## src/rtl/tecmo_pkg.sv

```systemverilog
// Shared types for the ROM download writer.
//   wr_state_t  - request FSM states
//   rom_word_t  - one packed SDRAM write: word address plus 32-bit data
// ROM_ADDR_WIDTH is the widest SDRAM word address the writer carries
// internally; narrower ADDR_WIDTH settings truncate on output.
package tecmo_pkg;

  localparam int ROM_ADDR_WIDTH = 23;

  typedef enum logic {
    IDLE = 1'b0,
    REQ  = 1'b1
  } wr_state_t;

  typedef struct packed {
    logic [ROM_ADDR_WIDTH-1:0] addr;
    logic [31:0]               data;
  } rom_word_t;

endpackage

```

## src/rtl/word_fifo.sv

```systemverilog
// Small synchronous FIFO of rom_word_t entries.
// Ports:
//   clk, reset_n         - clock, asynchronous active-low reset
//   push, push_word      - write request and entry
//   pop                  - read request; pop_word shows the head entry
//   full, empty          - occupancy flags
// A push while full is accepted only when a pop happens in the same cycle.
// DEPTH must be a power of two so the pointers wrap naturally.
module word_fifo
  import tecmo_pkg::*;
#(
  parameter int DEPTH = 4
) (
  input  logic      clk,
  input  logic      reset_n,
  input  logic      push,
  input  rom_word_t push_word,
  input  logic      pop,
  output rom_word_t pop_word,
  output logic      full,
  output logic      empty
);

  localparam int AW = $clog2(DEPTH);
  localparam logic [AW:0] FULL_COUNT = (AW + 1)'(DEPTH);

  rom_word_t     mem [DEPTH];
  logic [AW-1:0] wr_ptr;
  logic [AW-1:0] rd_ptr;
  logic [AW:0]   count;
  logic          do_push;
  logic          do_pop;

  assign empty   = (count == '0);
  assign full    = (count == FULL_COUNT);
  assign do_pop  = pop & ~empty;
  assign do_push = push & (~full | do_pop);

  always_ff @(posedge clk) begin
    if (do_push) mem[wr_ptr] <= push_word;
  end

  always_ff @(posedge clk or negedge reset_n) begin
    if (!reset_n) begin
      wr_ptr <= '0;
      rd_ptr <= '0;
      count  <= '0;
    end else begin
      if (do_push) wr_ptr <= wr_ptr + 1'b1;
      if (do_pop)  rd_ptr <= rd_ptr + 1'b1;
      case ({do_push, do_pop})
        2'b10:   count <= count + 1'b1;
        2'b01:   count <= count - 1'b1;
        default: count <= count;
      endcase
    end
  end

  assign pop_word = mem[rd_ptr];

endmodule

```

## src/rtl/sdram_rom_writer.sv

```systemverilog
// Packs HPS ioctl download bytes into 32-bit words, queues them and writes
// them to the SDRAM controller over its req/ack port.
// Ports:
//   clk, reset_n                       - clock, asynchronous active-low reset
//   ioctl_addr/data/wr/download        - HPS download byte stream
//   sdram_addr/data/we/req, sdram_ack  - SDRAM controller write request port
//   busy      - download active, data queued, or request outstanding
//   done      - one-cycle pulse once a finished download has fully drained
//   overflow  - sticky; a completed word was dropped on a full FIFO
//   checksum  - 16-bit sum of accepted bytes
// Build option: define ROM_WRITER_CHECKSUM_EN to build the checksum
// accumulator; otherwise checksum is tied to zero.
//
// state | meaning
// IDLE  | no request; pops the FIFO head into the output word when available
// REQ   | sdram_req/sdram_we high, address/data held until sdram_ack
module sdram_rom_writer
  import tecmo_pkg::*;
#(
  parameter int          ADDR_WIDTH = 23,
  parameter int unsigned BASE_ADDR  = 0,
  parameter int          FIFO_DEPTH = 4
) (
  input  logic                  clk,
  input  logic                  reset_n,
  input  logic [19:0]           ioctl_addr,
  input  logic [7:0]            ioctl_data,
  input  logic                  ioctl_wr,
  input  logic                  ioctl_download,
  output logic [ADDR_WIDTH-1:0] sdram_addr,
  output logic [31:0]           sdram_data,
  output logic                  sdram_we,
  output logic                  sdram_req,
  input  logic                  sdram_ack,
  output logic                  busy,
  output logic                  done,
  output logic                  overflow,
  output logic [15:0]           checksum
);

  logic        dl_q;
  logic        start;
  logic        fall;
  logic        accept;

  // Packer: pk_full marks a complete word that could not be pushed in the
  // cycle it completed (a partial word was pushed in that same cycle).
  logic        pk_valid;
  logic        pk_full;
  logic [17:0] pk_waddr;
  logic [31:0] pk_data;

  logic        nxt_valid;
  logic        nxt_full;
  logic [17:0] nxt_waddr;
  logic [31:0] nxt_data;

  logic        push;
  logic [17:0] push_waddr;
  logic [31:0] push_data;
  rom_word_t   push_word;

  logic        fifo_full;
  logic        fifo_empty;
  logic        pop;
  rom_word_t   head_word;
  rom_word_t   out_word;

  wr_state_t   state_q;
  wr_state_t   state_d;

  logic        done_pend;

  assign start  = ioctl_download & ~dl_q;
  assign fall   = dl_q & ~ioctl_download;
  assign accept = ioctl_wr & ioctl_download;

  // Word completion and packer update. The completed word goes straight
  // into the FIFO so it is visible there the cycle after the byte strobe.
  always_comb begin
    nxt_valid  = pk_valid & ~start;
    nxt_full   = pk_full & ~start;
    nxt_waddr  = pk_waddr;
    nxt_data   = start ? 32'h0 : pk_data;
    push       = 1'b0;
    push_waddr = nxt_waddr;
    push_data  = nxt_data;

    if (nxt_full) begin
      push      = 1'b1;
      nxt_valid = 1'b0;
      nxt_full  = 1'b0;
      nxt_data  = 32'h0;
    end else if (accept && nxt_valid && (ioctl_addr[19:2] != nxt_waddr)) begin
      push      = 1'b1;
      nxt_valid = 1'b0;
      nxt_data  = 32'h0;
    end else if (fall && nxt_valid) begin
      push      = 1'b1;
      nxt_valid = 1'b0;
      nxt_data  = 32'h0;
    end

    if (accept) begin
      nxt_data[{ioctl_addr[1:0], 3'b000} +: 8] = ioctl_data;
      nxt_waddr = ioctl_addr[19:2];
      if (ioctl_addr[1:0] == 2'd3) begin
        if (push) begin
          nxt_valid = 1'b1;
          nxt_full  = 1'b1;
        end else begin
          push       = 1'b1;
          push_waddr = ioctl_addr[19:2];
          push_data  = nxt_data;
          nxt_valid  = 1'b0;
          nxt_data   = 32'h0;
        end
      end else begin
        nxt_valid = 1'b1;
      end
    end
  end

  assign push_word.addr = ROM_ADDR_WIDTH'(BASE_ADDR + 32'(push_waddr));
  assign push_word.data = push_data;

  always_ff @(posedge clk or negedge reset_n) begin
    if (!reset_n) begin
      dl_q     <= 1'b0;
      pk_valid <= 1'b0;
      pk_full  <= 1'b0;
      pk_waddr <= '0;
      pk_data  <= '0;
      overflow <= 1'b0;
    end else begin
      dl_q     <= ioctl_download;
      pk_valid <= nxt_valid;
      pk_full  <= nxt_full;
      pk_waddr <= nxt_waddr;
      pk_data  <= nxt_data;
      if (start)
        overflow <= 1'b0;
      else if (push && fifo_full && !pop)
        overflow <= 1'b1;
    end
  end

  word_fifo #(
    .DEPTH(FIFO_DEPTH)
  ) u_fifo (
    .clk       (clk),
    .reset_n   (reset_n),
    .push      (push),
    .push_word (push_word),
    .pop       (pop),
    .pop_word  (head_word),
    .full      (fifo_full),
    .empty     (fifo_empty)
  );

  always_ff @(posedge clk or negedge reset_n) begin
    if (!reset_n) state_q <= IDLE;
    else          state_q <= state_d;
  end

  always_comb begin
    state_d = state_q;
    pop     = 1'b0;
    case (state_q)
      IDLE: begin
        if (!fifo_empty) begin
          pop     = 1'b1;
          state_d = REQ;
        end
      end
      REQ: begin
        if (sdram_ack) state_d = IDLE;
      end
      default: state_d = IDLE;
    endcase
  end

  always_ff @(posedge clk or negedge reset_n) begin
    if (!reset_n)  out_word <= '0;
    else if (pop)  out_word <= head_word;
  end

  assign sdram_req  = (state_q == REQ);
  assign sdram_we   = sdram_req;
  assign sdram_addr = ADDR_WIDTH'(out_word.addr);
  assign sdram_data = out_word.data;

  // done_pend arms on the download falling edge and is consumed by the
  // single done pulse, so done cannot repeat until the next download ends.
  always_ff @(posedge clk or negedge reset_n) begin
    if (!reset_n)   done_pend <= 1'b0;
    else if (start) done_pend <= 1'b0;
    else if (fall)  done_pend <= 1'b1;
    else if (done)  done_pend <= 1'b0;
  end

  assign done = done_pend & ~ioctl_download & ~pk_valid & fifo_empty & (state_q == IDLE);
  assign busy = dl_q | pk_valid | ~fifo_empty | (state_q == REQ);

`ifdef ROM_WRITER_CHECKSUM_EN
  logic [15:0] sum_q;

  always_ff @(posedge clk or negedge reset_n) begin
    if (!reset_n)
      sum_q <= '0;
    else if (start)
      sum_q <= accept ? {8'h00, ioctl_data} : 16'h0000;
    else if (accept)
      sum_q <= sum_q + {8'h00, ioctl_data};
  end

  assign checksum = sum_q;
`else
  assign checksum = 16'h0000;
`endif

endmodule

```

## config.mk

```make
export PLATFORM = sky130hd
export DESIGN_NAME = sdram_rom_writer
export DESIGN_NICKNAME = d
export VERILOG_FILES = /design/src/rtl/tecmo_pkg.sv /design/src/rtl/word_fifo.sv /design/src/rtl/sdram_rom_writer.sv
export SDC_FILE = /design/constraint.sdc
export NUM_CORES = 1
export LEC_CHECK = 0
export ABC_AREA = 1
export CAP_MARGIN = 20
export CORE_MARGIN = 2
export CORE_UTILIZATION = 38
export DETAILED_ROUTE_END_ITERATION = 6
export HOLD_SLACK_MARGIN = 0.1
export PLACE_DENSITY_LB_ADDON = 0.05
export SLEW_MARGIN = 15
export SYNTH_ARGS = -nofsm -noshare
export SYNTH_HDL_FRONTEND = slang
export SYNTH_HIERARCHICAL = 1
export SYNTH_SLANG_ARGS = --single-unit
```

## constraint.sdc

```tcl
create_clock -name clk -period 10.19 [get_ports clk]
set_input_delay 2.038 -clock clk [delete_from_list [all_inputs] [get_ports clk]]
set_output_delay 2.038 -clock clk [all_outputs]
set_load 0.02 [all_outputs]
```

==> flow_summary.json, run 1 <==
{
  "status": "finished clean",
  "grt.total_usage": 0.1816,
  "hold_class": "flop to flop",
  "leakagePower_nw": 6.605,
  "max_slew_margin": 0.3673,
  "critPathMaxFanout": 5,
  "power_switching_w": 0.001536,
  "drt_wl_total_um": 36940,
  "grt_overflow": 0,
  "row_count": 72,
  "hold_ws_ps": 495.6,
  "ys_ff_latch": 338,
  "finalNetCount": 1476,
  "cts_resized": 0,
  "min_to": "u_fifo/count[2]$_DFFE_PN0P_",
  "max_cap_violations": 0,
  "antenna_found_initial": 0,
  "vias": 9767,
  "clock-root-buffer": "clkbuf_16",
  "grt_max_degree": 75,
  "path_delay_family": "buffers and inverters",
  "gp_congestion": 0.8158,
  "crit_top_cell": "clkdlybuf4s50_1",
  "path_clk_slew_ps": 50,
  "wl_met3_um": 2559,
  "firstDrtPassIters": 5,
  "layout_common_cells": "nand2_1, edfxtp_1, nor2_1",
  "cts_buffers": 39,
  "synth_edf_count": 220,
  "fp.dieH_um": 201.1,
  "synth.avg_cell_area_sq_um": 11.01,
  "hold_path_depth": 2,
  "pin_count": 109,
  "first_iter_violations": 731,
  "yosysUniqueCellTypes": 37,
  "synthFlopType": "edfxtp_1",
  "critPathBufInv": 2,
  "slowest_delay_ps": 650,
  "top_layer": "met4",
  "worstSetupPathType": "input port to output pin",
  "synthToLayoutAreaGrowth_pct": 17.79,
  "worstRegToRegCells": 11,
  "wl_per_cell_um": 18.64,
  "ctsHtreeMaxLevel": 2,
  "post_cts_buffers": 0,
  "antenna_left": 0,
  "dieWidth_um": 201.1,
  "die-area_sq_mm": 0.04044,
  "cts_hold_buf": 0,
  "switching_share": 0.3251,
  "syn_area_sq_mm": 0.01476,
  "tritoncts": "yes",
  "arrival_ps": 3450,
  "syn_inst": 1341,
  "irDropWorstVdd_mv": 0.1775,
  "r2r_start": "pk_waddr[11]$_DFFE_PN0N_",
  "total_power_w": 0.004723,
  "finalHoldViolations": 0,
  "portBuffers": 92,
  "synth-seq-area-share": 0.6476,
  "wl_met1_um": 18870,
  "r2r-end": "u_fifo/mem[2][2]$_DFFE_PP_",
  "intPower_w": 0.003188,
  "drive_gt1_frac": 0.1189,
  "dp_hpwl_um": 22510,
  "routed_via_density": 4.928,
  "cp_cell_sequence": "clkdlybuf4s50_1 > nor3_1 > clkdlybuf4s50_1",
  "powerDensity_mw_per_mm2": 271.7,
  "setup_tns_ps": 0,
  "yosysWarningCount": 6,
  "finalSetupViolCount": 0,
  "fin_crit_sh": 0.5387,
  "p_clk_frac": 0.304,
  "cp_slowest_cell": "clkdlybuf4s50_1",
  "start_util": 0.3837,
  "final_common_cell": "nand2_1",
  "clock-sinks": 338,
  "core_area_sq_mm": 0.03847,
  "grt_pass1_vias": 9180,
  "async_flop_share": 0.3491,
  "met2_length_um": 14990,
  "p_seq_frac": 0.390,
  "drc": 0,
  "grt_pass1_wl_um": 56320,
  "skew_ps": 16.41,
  "clkLatencyLatePin_ps": 530,
  "required_ps": 8150,
  "power_frac_comb": 0.307,
  "period_needed_ps": 5490,
  "worstSetupStartpointType": "input port",
  "fmax_mhz": 182.2,
  "tightestPinTransition_ps": 949.0,
  "cts_buffer_depth": 3,
  "worstHoldStart": "u_fifo/count[2]$_DFFE_PN0P_",
  "final_max_slew_viol_count": 0,
  "rrSetupSlack_ps": 6910,
  "cp-end-kind": "output pin",
  "rsz0062_at_grt": "no"
}
==> stage by stage <==
step	util	setup slack [ps]	cell area [sq um]	instances
floorplan	-	4524	14890	1376
global placement	0.4169	4240	16040	1908
detailed placement	0.4169	4195	16040	1908
CTS	0.4511	4684	17350	1979
global route	0.4519	4608	17380	1981
finish	0.4520	4700	17390	1982
==> cell usage after synthesis, types with 9 or more instances <==
cell type	n	share of area
ha_1	9	0.0076
buf_4	20	0.010
nor2_1	156	0.040
nand3_1	51	0.017
dfrtp_1	118	0.20
buf_6	16	0.012
nor2_2	13	0.0055
o22ai_1	52	0.022
nand2_1	266	0.068
o22ai_2	10	0.0085
buf_2	14	0.0047
nand4_1	28	0.012
inv_2	12	0.0031
clkbuf_1	34	0.0086
edfxtp_1	220	0.45
inv_1	58	0.015
mux2_2	55	0.042
o21ai_1	73	0.025
o21ai_0	101	0.034
==> worst max path at each step <==
stage / start / to / slack (ps) / depth (start not counted)
after detailed placement: ioctl_download / u_fifo/mem[1][1]$_DFFE_PP_ / 4190 / 10
after global placement: ioctl_download / u_fifo/mem[0][1]$_DFFE_PP_ / 4240 / 10
after global routing: ioctl_download / done / 4610 / 3
final: ioctl_download / done / 4700 / 3
after CTS: ioctl_download / done / 4680 / 3
after floorplan: ioctl_download / u_fifo/mem[0][0]$_DFFE_PP_ / 4520 / 7
==> kinds of logic after synthesis <==
kind of cell,Yosys count,synth area share
xor+xnor,6,0.003560
compound gates,243,0.09324
fa+ha+maj,10,0.008986
simple gates,523,0.1472
other cells,1,0.0002541
mux,55,0.04196
flops,338,0.6476
buf+inv,165,0.05713
==> final cells by class <==
cell class	instances	area [sq um]
Antenna cell	1	2.502
Clock buffer	48	1052
Clock inverter	23	261.5
Fill cell	3623	21080
Inverter	74	279.0
Multi-Input combinational cell	873	4534
Sequential cell	338	9560
Tap cell	518	648.1
Timing Repair Buffer	107	1049
==> state kept, by name, summed over array words and instances, names as in the netlist <==
register	flops
dl_q	1
u_fifo/wr_ptr	2
u_fifo/count	3
pk_full	1
overflow	1
u_fifo/rd_ptr	2
done_pend	1
pk_valid	1
sdram_req	1
sdram_data	32
pk_waddr	18
pk_data	32
u_fifo/mem	220
sdram_addr	23
==> power by group through the flow <==
stage          clock [W]  sequential, W  combinational, W
2_1_floorplan          0        0.00197          0.000861
4_1_cts          0.00147        0.00184           0.00149
3_5_place_dp           0        0.00187           0.00148
5_1_grt          0.00152        0.00187           0.00159
6_report         0.00144        0.00184           0.00145
3_3_place_gp           0        0.00187           0.00147
==> metal layers <==
layer  global-route usage  vias up
li1                     -     4794
met3              0.03669       44
met2               0.2530      254
met1               0.2884     4675
met4              0.04074        0
met5                    0        -
==> worst min-delay path: stages, from the launching register on <==
cell and delay [ps]:
dfrtp_1 360, nand2_1 60, nand2_1 40
Power figures use the tool's default switching activity.
==> run 2: changes to the inputs <==
==> constraint.sdc (replaced) <==
create_clock -name clk -period 4.8 [get_ports clk]
set_input_delay 0.96 -clock clk [delete_from_list [all_inputs] [get_ports clk]]
set_output_delay 0.96 -clock clk [all_outputs]
set_load 0.02 [all_outputs]
==> flow_summary.json, run 2 (synthesis gave the netlist of run 1 again) <==
{
  "diodes": 0,
  "routed_via_density": 4.909,
  "hold_ws_ps": 409.1,
  "gp_congestion": 0.8164,
  "portBuffers": 92,
  "crit_top_cell": "nand2_1",
  "grt_overflow": 0,
  "tritoncts": "yes",
  "dp_hpwl_um": 21590,
  "p_clk_frac": 0.294,
  "leakagePower_nw": 6.637,
  "cp_slowest_cell": "nor3_1",
  "core_area_sq_mm": 0.03847,
  "arrival_ps": 3770,
  "setup_tns_ps": 0,
  "antenna_left": 0,
  "start_util": 0.3837,
  "critPathBufInv": 3,
  "finalHoldViolations": 0,
  "slowest_delay_ps": 700,
  "required_ps": 5080,
  "fin_crit_sh": 0.7268,
  "cts_buffer_depth": 3,
  "r2r_start": "pk_full$_DFF_PN0_",
  "layout_common_cells": "nand2_1, edfxtp_1, nor2_1",
  "critPathMaxFanout": 11,
  "dieWidth_um": 201.1,
  "fmax_mhz": 286.6,
  "p_seq_frac": 0.390,
  "intPower_w": 0.006653,
  "cp-end-kind": "flop",
  "period_needed_ps": 3489,
  "cts_resized": 0,
  "pin_count": 109,
  "firstDrtPassIters": 5,
  "die-area_sq_mm": 0.04044,
  "skew_ps": 18.62,
  "worstRegToRegCells": 7,
  "cts_hold_buf": 0,
  "rsz0062_at_grt": "no",
  "first_iter_violations": 576,
  "powerDensity_mw_per_mm2": 569.3,
  "worstSetupPathType": "input port to flop",
  "max_cap_violations": 0,
  "power_switching_w": 0.003262,
  "drive_gt1_frac": 0.1277,
  "critPathLaunch": "ioctl_addr[0]",
  "path_clk_slew_ps": 60,
  "max_slew_margin": 0.2990,
  "final_common_cell": "nand2_1",
  "path_delay_family": "simple AND/OR/NAND/NOR gates",
  "cts_buffers": 39,
  "grt_max_degree": 98,
  "grt_pass1_wl_um": 55820,
  "grt.total_usage": 0.1782,
  "clkLatencyLatePin_ps": 540,
  "drt_wl_total_um": 35570,
  "clock-root-buffer": "clkbuf_16",
  "final_max_slew_viol_count": 0,
  "post_cts_buffers": 0,
  "ctsHtreeMaxLevel": 2,
  "cp_cell_sequence": "clkdlybuf4s50_1 > clkinv_1 > ha_1 > inv_1 > nor3_1 > nand3_1 > nand2_1 > nand2_1 > o21ai_1",
  "largest_reg_flops": 220,
  "status": "finished clean",
  "vias": 9768,
  "wl_per_cell_um": 17.87,
  "antenna_found_initial": 1,
  "hold_class": "input port to asynchronous set/reset pin",
  "finalNetCount": 1484,
  "finalSetupViolCount": 0,
  "r2r-end": "u_fifo/mem[0][22]$_DFFE_PP_",
  "tightestPinTransition_ps": 1050,
  "row_count": 72,
  "rrSetupSlack_ps": 1940,
  "grt_pass1_vias": 9518,
  "switching_share": 0.3290,
  "synthToLayoutAreaGrowth_pct": 17.98,
  "power_frac_comb": 0.316,
  "regMostFlops": "u_fifo/mem",
  "drc": 0,
  "worstSetupStartpointType": "input port",
  "clock-sinks": 338,
  "irDropWorstVdd_mv": 0.3318,
  "fp.dieH_um": 201.1
}
==> run 2: cell count changes in the layout (fill, tap and decap cells not counted), moves of 2 or more <==
| cell | before | now |
|---|---|---|
| inv_6 | 0 | 2 |
| buf_4 | 14 | 22 |
| clkbuf_8 | 0 | 4 |
| clkinv_2 | 5 | 9 |
| bufinv_16 | 6 | 2 |
| clkbuf_1 | 7 | 10 |
| buf_12 | 0 | 2 |
| clkinv_1 | 14 | 6 |
==> run 2: metal layers <==
metal	routed length, um	track usage	vias up	part of all wire
met1	17900	0.2739	4694	0.50
met5	0	0	-	0
li1	-	-	4801	-
met3	1812	0.03247	47	0.051
met4	573	0.04524	0	0.016
met2	15290	0.2590	226	0.43
==> run 2: final cells by class <==
class / count / area (sq um)
fillers: 3595 / 21050
flip-flops and latches: 338 / 9560
multi-input cells: 873 / 4534
clock buffers: 55 / 1119
repair buffers: 115 / 1116
well taps: 518 / 648.1
inverters: 74 / 279.0
clock inverters: 17 / 157.7
==> run 2: per-stage QoR <==
stage / total power [W] / std cells / utilization / setup WS (ps) / area (sq um)
after detailed placement: 0.007130 / 1918 / 0.4195 / 836.4 / 16140
after global placement: 0.007102 / 1918 / 0.4195 / 845.5 / 16140
final: 0.009915 / 1990 / 0.4527 / 1311 / 17410
after floorplan: 0.006002 / 1376 / - / 212.1 / 14890
after global routing: 0.01049 / 1990 / 0.4527 / 1056 / 17410
after CTS: 0.01008 / 1990 / 0.4527 / 1387 / 17410
==> run 2: power by group through the flow <==
stage                     sequential [W]  combinational [W]  clock [W]
after detailed placement         0.00393            0.00320          0
final                            0.00387            0.00313    0.00292
after floorplan                  0.00418            0.00183          0
after CTS                        0.00387            0.00321    0.00301
after global placement           0.00392            0.00318          0
after global routing             0.00393            0.00346    0.00310
==> run 2: how the worst max path moves through the flow <==
stage,to,depth (start not counted)
after floorplan,u_fifo/mem[0][0]$_DFFE_PP_,7
after global placement,u_fifo/count[2]$_DFFE_PN0P_,16
after detailed placement,u_fifo/mem[1][20]$_DFFE_PP_,9
after CTS,u_fifo/mem[1][20]$_DFFE_PP_,9
after global routing,u_fifo/mem[1][20]$_DFFE_PP_,9
final,u_fifo/mem[3][20]$_DFFE_PP_,9
==> run 3: changes to the inputs <==
==> constraint.sdc (replaced) <==
create_clock -name clk -period 3.3 [get_ports clk]
set_input_delay 0.66 -clock clk [delete_from_list [all_inputs] [get_ports clk]]
set_output_delay 0.66 -clock clk [all_outputs]
set_load 0.02 [all_outputs]
==> flow_summary.json, run 3 (synthesis gave the netlist of run 1 again) <==
{
  "max_slew_margin": 0.3678,
  "start_util": 0.3837,
  "diodes": 0,
  "cts_buffer_depth": 3,
  "worstRegToRegCells": 13,
  "drt_wl_total_um": 36130,
  "cts_hold_buf": 0,
  "clock-root-buffer": "clkbuf_16",
  "wl_met1_um": 18150,
  "drive_gt1_frac": 0.1391,
  "placedCellCount": 1941,
  "period_needed_ps": 2958,
  "antenna_found_initial": 0,
  "worstSetupStartpointType": "flop",
  "status": "finished clean",
  "powerDensity_mw_per_mm2": 826.5,
  "gp_congestion": 0.8093,
  "dieWidth_um": 201.1,
  "grt_max_degree": 112,
  "wl_met3_um": 1794,
  "regMostFlops": "u_fifo/mem",
  "fillers": 3556,
  "required_ps": 2640,
  "irDropWorstVdd_mv": 0.4912,
  "path_clk_slew_ps": 60,
  "grt_overflow": 0,
  "routed_via_density": 4.922,
  "tritoncts": "yes",
  "first_iter_violations": 852,
  "setup_tns_ps": 0,
  "die-area_sq_mm": 0.04044,
  "worstSetupPathType": "flop to output pin",
  "grt.total_usage": 0.1809,
  "fmax_mhz": 338.1,
  "clkLatencyLatePin_ps": 540,
  "drc": 0,
  "dp_hpwl_um": 21630,
  "fp.dieH_um": 201.1,
  "antenna_left": 0,
  "multi_input_area_sq_mm": 0.004534,
  "firstDrtPassIters": 5,
  "leakagePower_nw": 6.786,
  "critPathMaxFanout": 4,
  "post_cts_buffers": 0,
  "cp-end-kind": "output pin",
  "pin_count": 109,
  "grt_pass1_vias": 9354,
  "arrival_ps": 2300,
  "finalHoldViolations": 0,
  "ctsHtreeMaxLevel": 2,
  "dpl-instance-area_sq_mm": 0.01646,
  "rsz0062_at_grt": "no",
  "layout_common_cells": "nand2_1, edfxtp_1, nor2_1",
  "clock-sinks": 338,
  "finalSetupViolCount": 0,
  "cts_resized": 0,
  "instances_no_fill": 2013,
  "top_layer": "met4",
  "wl_per_cell_um": 17.95,
  "place_ws_ps": 91.42,
  "cts_buffers": 39,
  "portBuffers": 92,
  "design_area_sq_mm": 0.01775,
  "max_cap_violations": 0,
  "hold_ws_ps": 113.7,
  "grt_pass1_wl_um": 56570,
  "vias": 9907,
  "final_max_slew_viol_count": 0,
  "skew_ps": 15.06,
  "final_common_cell": "nand2_1",
  "setup_ws_ps": 341.9,
  "fin_crit_sh": 0.8964,
  "tightestPinTransition_ps": 947.2,
  "met2_length_um": 15460,
  "hold_class": "input port to asynchronous set/reset pin",
  "row_count": 72,
  "layout.area.seq_sq_mm": 0.009560,
  "largest_reg_flops": 220,
  "finalNetCount": 1507,
  "core_area_sq_mm": 0.03847,
  "synthToLayoutAreaGrowth_pct": 20.26
}
==> run 3: changes by cell type in the layout (fill, tap and decap cells not counted) <==
cell	before	now
inv_6	2	1
clkinv_4	1	0
inv_8	0	1
clkbuf_16	41	40
clkinv_2	9	4
clkbuf_1	10	13
bufinv_16	2	3
clkinvlp_4	1	3
buf_4	22	33
clkbuf_8	4	5
buf_12	2	14
==> run 3: through the flow <==
| step | util | power [W] |
|---|---|---|
| 2_1_floorplan | - | 0.008728 |
| 3_3_place_gp | 0.4279 | 0.01046 |
| 3_5_place_dp | 0.4279 | 0.01051 |
| 4_1_cts | 0.4615 | 0.01489 |
| 5_1_grt | 0.4615 | 0.01551 |
| 6_report | 0.4615 | 0.01467 |
==> run 3: final cells by class <==
type / count / share of cell area
Clock buffer: 58 / 0.06302
Clock inverter: 14 / 0.009657
Inverter: 74 / 0.01572
Multi-Input combinational cell: 873 / 0.2554
Sequential cell: 338 / 0.5386
Tap cell: 518 / 0.03651
Timing Repair Buffer: 138 / 0.08106
==> run 3: path summary, 6_finish.rpt <==
kind | start | end | slack, ps
max | u_fifo/count[0]$_DFFE_PN0P_ | done | 340
min | reset_n | sdram_addr[19]$_DFFE_PN0P_ | 110
max reg2reg | pk_waddr[1]$_DFFE_PN0N_ | pk_data[0]$_DFF_PN0_ | 900
min reg2reg | u_fifo/count[2]$_DFFE_PN0P_ | u_fifo/count[2]$_DFFE_PN0P_ | 500
max in group asynchronous | reset_n | u_fifo/wr_ptr[1]$_DFFE_PN0P_ | 2340
min in group clk | u_fifo/count[2]$_DFFE_PN0P_ | u_fifo/count[2]$_DFFE_PN0P_ | 500
==> run 3: where the power goes <==
| part | leakage, nW | total, W | internal [W] | switching [W] |
|---|---|---|---|---|
| Clock | 0.619 | 0.00433 | 0.00260 | 0.00173 |
| Combinational | 2.88 | 0.00473 | 0.00194 | 0.00278 |
| Sequential | 3.28 | 0.00561 | 0.00530 | 0.000315 |
| Total | 6.79 | 0.0147 | 0.00984 | 0.00483 |
==> run 3: metal layers <==
| layer | global-route usage | up-vias |
|---|---|---|
| met4 | 0.04947 | 0 |
| met3 | 0.03458 | 52 |
| li1 | - | 4851 |
| met2 | 0.2601 | 236 |
| met1 | 0.2779 | 4768 |
| met5 | 0 | - |
==> run 3: worst max-delay path: stages (launching register included) <==
cell and delay [ps]:
dfrtp_1 390, nor2_1 150, nand2_1 120, inv_1 160, nand3_1 90, nor3_1 200
clkdlybuf4s50_1 660
